`config.mk`:
```
export PLATFORM = sky130hd
export DESIGN_NAME = hazard_unit
export DESIGN_NICKNAME = d
export VERILOG_FILES = /design/src/rtl/hazard_unit_pkg.sv /design/src/rtl/hazard_unit_sat_counter.sv /design/src/rtl/hazard_unit.sv
export SDC_FILE = /design/constraint.sdc
export NUM_CORES = 1
export LEC_CHECK = 0
export CORE_MARGIN = 5
export CORE_UTILIZATION = 50
export CTS_CLUSTER_SIZE = 8
export DETAILED_ROUTE_END_ITERATION = 7
export PLACE_DENSITY = 0.85
export RECOVER_POWER = 100
export REMOVE_ABC_BUFFERS = 1
export SYNTH_ARGS = -nofsm -noshare
export SYNTH_HDL_FRONTEND = slang
export SYNTH_SLANG_ARGS = --single-unit
```
`constraint.sdc`:
```
create_clock -name CLK -period 3.7 [get_ports CLK]
set_input_delay 0.74 -clock CLK [delete_from_list [all_inputs] [get_ports CLK]]
set_output_delay 0.74 -clock CLK [all_outputs]
set_load 0.005 [all_outputs]
```
`src/rtl/hazard_unit_pkg.sv`:
```
// Shared types for the pipeline hazard controller.
// Latency: n/a (types and helpers only).
// Backpressure: n/a.
package hazard_unit_pkg;

  localparam int CNTW_DEFAULT = 16;

  typedef logic [4:0] regbits_t;

  typedef enum logic [1:0] {
    RUN   = 2'd0,
    DWAIT = 2'd1,
    HALT  = 2'd2
  } hstate_t;

  // Winning stall/flush cause for the current cycle; only one is ever active.
  typedef enum logic [2:0] {
    NONE  = 3'd0,
    LDUSE = 3'd1,
    DMISS = 3'd2,
    REDIR = 3'd3,
    IMISS = 3'd4
  } cause_t;

  // True when a load into dst feeds src. r0 never creates a dependency.
  function automatic logic reg_dep(regbits_t dst, regbits_t src);
    return (dst != '0) && (dst == src);
  endfunction

endpackage

```
`src/rtl/hazard_unit_sat_counter.sv`:
```
// Saturating event counter; holds at all-ones instead of wrapping.
// Latency: count visible one clock after inc.
// Backpressure: none; clr has priority over inc.
//
// Ports: clk, clr (sync clear), inc (count enable), cnt (current value).
module sat_counter #(
  parameter int W = 16
) (
  input  logic         clk,
  input  logic         clr,
  input  logic         inc,
  output logic [W-1:0] cnt
);

  always_ff @(posedge clk) begin
    if (clr) begin
      cnt <= '0;
    end else if (inc && (cnt != '1)) begin
      cnt <= cnt + 1'b1;
    end
  end

endmodule

```
`src/rtl/hazard_unit.sv`:
```
// Hazard controller: latch enables/flushes for the 5-stage pipeline.
// Latency: control outputs combinational (same cycle); state, ihit_q, counters registered.
// Backpressure: freezes PC and latches on dmem miss, load-use and imiss; halt freezes all.
//
// Ports:
//   CLK, RST                    clock, synchronous active-high reset
//   ihit, dhit                  imem / dmem completion this cycle
//   IDrs, IDrt, IDusesRt        sources of the ID instruction
//   EXrt, EXmemREN              load destination in EX
//   MMmemREN, MMmemWEN          MM stage data memory access
//   MMpcsrc                     taken branch/jump resolved in MM
//   WBhalt                      halt instruction reached WB
//   PCen..MMWBen                latch enables
//   IFIDflush..EXMMflush        bubble insert (overrides enable)
//   halted                      sticky halt indicator
//   ldstall_cnt/dstall_cnt/flush_cnt   saturating statistics
module hazard_unit
  import hazard_unit_pkg::*;
#(
  parameter int CNTW = CNTW_DEFAULT
) (
  input  logic            CLK,
  input  logic            RST,
  input  logic            ihit,
  input  logic            dhit,
  input  logic [4:0]      IDrs,
  input  logic [4:0]      IDrt,
  input  logic            IDusesRt,
  input  logic [4:0]      EXrt,
  input  logic            EXmemREN,
  input  logic            MMmemREN,
  input  logic            MMmemWEN,
  input  logic            MMpcsrc,
  input  logic            WBhalt,
  output logic            PCen,
  output logic            IFIDen,
  output logic            IDEXen,
  output logic            EXMMen,
  output logic            MMWBen,
  output logic            IFIDflush,
  output logic            IDEXflush,
  output logic            EXMMflush,
  output logic            halted,
  output logic [CNTW-1:0] ldstall_cnt,
  output logic [CNTW-1:0] dstall_cnt,
  output logic [CNTW-1:0] flush_cnt
);

  hstate_t state, state_nxt;
  cause_t  cause;
  logic    ihit_q;
  logic    dmiss, lduse, ifready;

  assign dmiss   = (MMmemREN | MMmemWEN) & ~dhit;
  assign lduse   = EXmemREN & (reg_dep(EXrt, IDrs) | (IDusesRt & reg_dep(EXrt, IDrt)));
  // A fetch that landed while PC was frozen still counts as ready.
  assign ifready = ihit | ihit_q;

  // State register
  always_ff @(posedge CLK) begin
    if (RST) begin
      state <= RUN;
    end else begin
      state <= state_nxt;
    end
  end

  // Next-state logic. DWAIT simply tracks an outstanding dmem miss;
  // the dhit cycle drops back to RUN and is handled by the normal rules.
  always_comb begin
    state_nxt = state;
    case (state)
      HALT:    state_nxt = HALT;
      default: begin
        if (WBhalt) begin
          state_nxt = HALT;
        end else if (dmiss) begin
          state_nxt = DWAIT;
        end else begin
          state_nxt = RUN;
        end
      end
    endcase
  end

  // Pick the single highest-priority cause for this cycle.
  always_comb begin
    cause = NONE;
    if (RST || (state == HALT)) begin
      cause = NONE;
    end else if (dmiss) begin
      cause = DMISS;
    end else if (MMpcsrc) begin
      cause = REDIR;
    end else if (lduse) begin
      cause = LDUSE;
    end else if (!ifready) begin
      cause = IMISS;
    end
  end

  // Output logic
  always_comb begin
    PCen      = 1'b1;
    IFIDen    = 1'b1;
    IDEXen    = 1'b1;
    EXMMen    = 1'b1;
    MMWBen    = 1'b1;
    IFIDflush = 1'b0;
    IDEXflush = 1'b0;
    EXMMflush = 1'b0;
    halted    = 1'b0;
    if (RST) begin
      // Hold everything and keep bubbles in the latches while in reset.
      PCen      = 1'b0;
      IFIDen    = 1'b0;
      IDEXen    = 1'b0;
      EXMMen    = 1'b0;
      MMWBen    = 1'b0;
      IFIDflush = 1'b1;
      IDEXflush = 1'b1;
      EXMMflush = 1'b1;
    end else if (state == HALT) begin
      PCen   = 1'b0;
      IFIDen = 1'b0;
      IDEXen = 1'b0;
      EXMMen = 1'b0;
      MMWBen = 1'b0;
      halted = 1'b1;
    end else begin
      case (cause)
        DMISS: begin
          PCen   = 1'b0;
          IFIDen = 1'b0;
          IDEXen = 1'b0;
          EXMMen = 1'b0;
          MMWBen = 1'b0;
        end
        REDIR: begin
          // Three younger instructions are on the wrong path.
          IFIDflush = 1'b1;
          IDEXflush = 1'b1;
          EXMMflush = 1'b1;
        end
        LDUSE: begin
          PCen      = 1'b0;
          IFIDen    = 1'b0;
          IDEXflush = 1'b1;
        end
        IMISS: begin
          PCen      = 1'b0;
          IFIDflush = 1'b1;
        end
        default: ;
      endcase
    end
  end

  // Sticky fetch-complete: remembers an ihit that arrived while PC was held.
  // A redirect discards it because that fetch was on the wrong path.
  always_ff @(posedge CLK) begin
    if (RST) begin
      ihit_q <= 1'b0;
    end else if (PCen || MMpcsrc) begin
      ihit_q <= 1'b0;
    end else if (ihit) begin
      ihit_q <= 1'b1;
    end
  end

  sat_counter #(.W(CNTW)) u_ldstall_cnt (
    .clk (CLK),
    .clr (RST),
    .inc (cause == LDUSE),
    .cnt (ldstall_cnt)
  );

  sat_counter #(.W(CNTW)) u_dstall_cnt (
    .clk (CLK),
    .clr (RST),
    .inc (cause == DMISS),
    .cnt (dstall_cnt)
  );

  sat_counter #(.W(CNTW)) u_flush_cnt (
    .clk (CLK),
    .clr (RST),
    .inc (cause == REDIR),
    .cnt (flush_cnt)
  );

endmodule
```
==> summary.md <==
| Metric | Value |
|---|---|
| Status | finished, final reports clean |
| Worst Setup End Kind | primary output |
| Combinational share of power | 9.8% |
| Skew-Pair Late Insertion Delay | about 0.30 ns |
| Crit path kind | primary input to primary output |
| Worst EP required | roughly 3.0 ns |
| Final Setup Violations | 0 |
| I/O pin cnt | 82 |
| Relative slew slack | between 5 and 6% |
| DRT antenna net count | 0 |
| Sequential element share of the synthesized area | approximately two fifths |
| Most common cell after layout, fill and taps aside | dlygate4sd3_1 |
| Initial drt markers | ~150 |
| HPWL Detailed | 4980 um |
| DR WL/cell | 14.4 um |
| CTS Root Cell | clkbuf_8 |
| CTS tree | built |
| FMAX | 0.281 GHz |
| Routability cong. | roughly 0.77 |
| Syn avg cell area | 8.54 um^2 |
| Worst setup SP type | primary input |
| Core area | ~5100 um^2 |
| CP max-delay cell | dlygate4sd3_1 |
| Int Pwr | slightly above 0.0008 W |
| Fill cells | 461 |
| Residual DRC | 0 |
| Overall Global Routing Usage | about a fifth |
| CP max FO | 3 |
| Clk buf depth | 2 |
| Cell Pwr Density | 290 nW/um^2 |
| GRT overflow | 0 |
| Final period utilization | 96.2% |
| Vias per inst | 5.37 |
| Initial Util | 51.0% |
| First-pass GRT wire length | around 11000 um |
| Cell variety after synth | 46 |
| VDD IR max | ~0.2 mV |
| Asr flop ratio synth | 0% |
| EDFF count, synth | 0 |
| Post-CTS Resized | 0 |
| IO Port Bufs | 81 |
| Sw Ratio | 21.5% |
| H-tree Lvls | 2 |
| Slowest stage delay, CP | a little under 0.6 ns |
| Cts hold-fix bufs | 0 |
| Clock power frac | 36.1% |
| Primary FF master, synth | dfxtp_1 |
| Post-layout util | 69.6% |
| Routed WL | 6590 um |
| Sum Neg Setup Slack | 0 ns |
| Vias in the first global route | 2382 |
| # rows | 26 |
| Post-Syn Area | 2590 um^2 |
| Reg power frac | 54.1% |
| Worst reg-to-reg setup slack | 0.97 ns |
| Clock skew | 0.00607 ns |
| Post-route minimum period | about 3.6 ns |
| Initial antenna violation count | 0 |
| Flops & latches, synth | 51 |
| DIE WIDTH | about 80 um |
| Layout cells sized above 1 | 3.62% |
| Yosys warns | 0 |
| Area grow syn2layout | 36.7% |
| Die H | 81.9 um |
| Final net count | 415 |
| Synth Instances | ~300 |
| Most frequent cells in the layout | 55 x dlygate4sd3_1, 51 x dfxtp_1, 44 x nor2_1, 26 x xnor2_1, 25 x clkdlybuf4s50_1 |
| Clock sink total | 51 |
| Maxcap violations | 0 |
| Worst min path class | flip-flop to flip-flop |
| Worst-Margin Slew | 1.38 ns |
| Clock transition at path regs | 0.08 ns |
| Final hold violations | 0 |
| DR pass1 iterations | 4 |
| RSZ-0062 raised after global routing | false |
| Setup repair bufs after CTS | 0 |
| Num CTS Buffers | 5 |
| Leakage | 1.42 nW |
| Antenna diodes | 0 |
| Total die area | 6710 um^2 |
| CP Data Arrival Time | 2.82 ns |
| P_sw | 0.000220 W |
| Vias after detailed routing | 2453 |
| Largest net degree at the start of global routing | 51 |
| Sequence of cells on the critical path | clkdlybuf4s50_1 > or4_1 > o21a_1 > buf_4 > a31oi_1 > dlygate4sd3_1 |
| Slew Viols, Final | 0 |
==> per-layer routing <==
metal / up-vias / GRT usage [%] / wire length [um]
met3: 5 / 5.04 / 429
met2: 64 / 34.8 / 3140
li1: 1242 / - / -
met4: 0 / 5.98 / 56
met5: - / 0 / 0
met1: 1142 / 26.4 / 2970
==> cells in the mapped netlist (7+ instances only) <==
master,n,area share [%]
xor2_1,14,4.7
o21ai_0,10,1.9
a21oi_1,12,2.3
inv_1,8,1.2
nor3_1,7,1.4
nand3_1,14,2.7
nand2_1,18,2.6
and3_1,13,3.1
xnor2_1,26,8.8
dfxtp_1,51,39
nand4_1,17,4.1
nor2_1,44,6.4
==> registers in the layout, summed over array words and instances, names as in the netlist <==
| name | flops |
|---|---|
| u_flush_cnt.cnt | 16 |
| u_dstall_cnt.cnt | 16 |
| state | 2 |
| ihit_q | 1 |
| u_ldstall_cnt.cnt | 16 |
==> final timing paths <==
check	start	endpoint	depth (start not counted)
max	EXrt[2]	IFIDen	6
min	u_dstall_cnt.cnt[9]$_SDFFE_PP0P_	u_dstall_cnt.cnt[9]$_SDFFE_PP0P_	2
max reg2reg	state[0]$_SDFF_PP0_	u_flush_cnt.cnt[15]$_SDFFE_PP0P_	6
min reg2reg	u_dstall_cnt.cnt[9]$_SDFFE_PP0P_	u_dstall_cnt.cnt[9]$_SDFFE_PP0P_	2
==> critical path, delay by kind of cell <==
| family | cells | cell delay, ns |
|---|---|---|
| compound gates | 2 | 0.35 |
| buf+inv | 3 | 1.17 |
| simple gates | 1 | 0.55 |
==> power by group through the flow <==
stage	Combinational [W]	Clock (W)	Sequential, W
after floorplan	0.0000402	0	0.000567
after global placement	0.000107	0	0.000567
after detailed placement	0.000109	0	0.000568
after CTS	0.000110	0.000379	0.000555
after global routing	0.000110	0.000404	0.000555
final	0.000101	0.000371	0.000555
==> layout make-up <==
class | count | area, um^2 | area share (%)
clock buffer | 6 | 72.6 | 2.05
clock inverter | 1 | 30.0 | 0.850
inverter | 9 | 33.8 | 0.956
multi-input combinational | 233 | 1440 | 40.8
sequential | 51 | 1020 | 28.9
tap | 70 | 87.6 | 2.48
timing repair buffer | 87 | 847 | 24.0
==> metrics by stage <==
| stage | power (W) | setup slack (ns) | hold WS [ns] | instance area, um^2 | std cells |
|---|---|---|---|---|---|
| floorplan | 0.000607 | 1.11 | 0.465 | 2540 | 293 |
| global placement | 0.000674 | 0.162 | 0.475 | 3480 | 450 |
| detailed placement | 0.000677 | 0.136 | 0.505 | 3480 | 450 |
| CTS | 0.00104 | 0.126 | 0.520 | 3580 | 457 |
| global route | 0.00107 | 0.0641 | 0.542 | 3530 | 457 |
| finish | 0.00103 | 0.141 | 0.517 | 3530 | 457 |
==> cells by family after synthesis <==
kind of cell / count (synthesis) / synth area share, %
compound gates: 41 / 11.2
xor+xnor: 40 / 13.5
fa+ha+maj: 3 / 1.45
buf+inv: 19 / 3.10
flops: 51 / 39.5
mux: 5 / 1.94
simple gates: 144 / 29.3
Note: power is estimated with default switching activity, not from simulation.
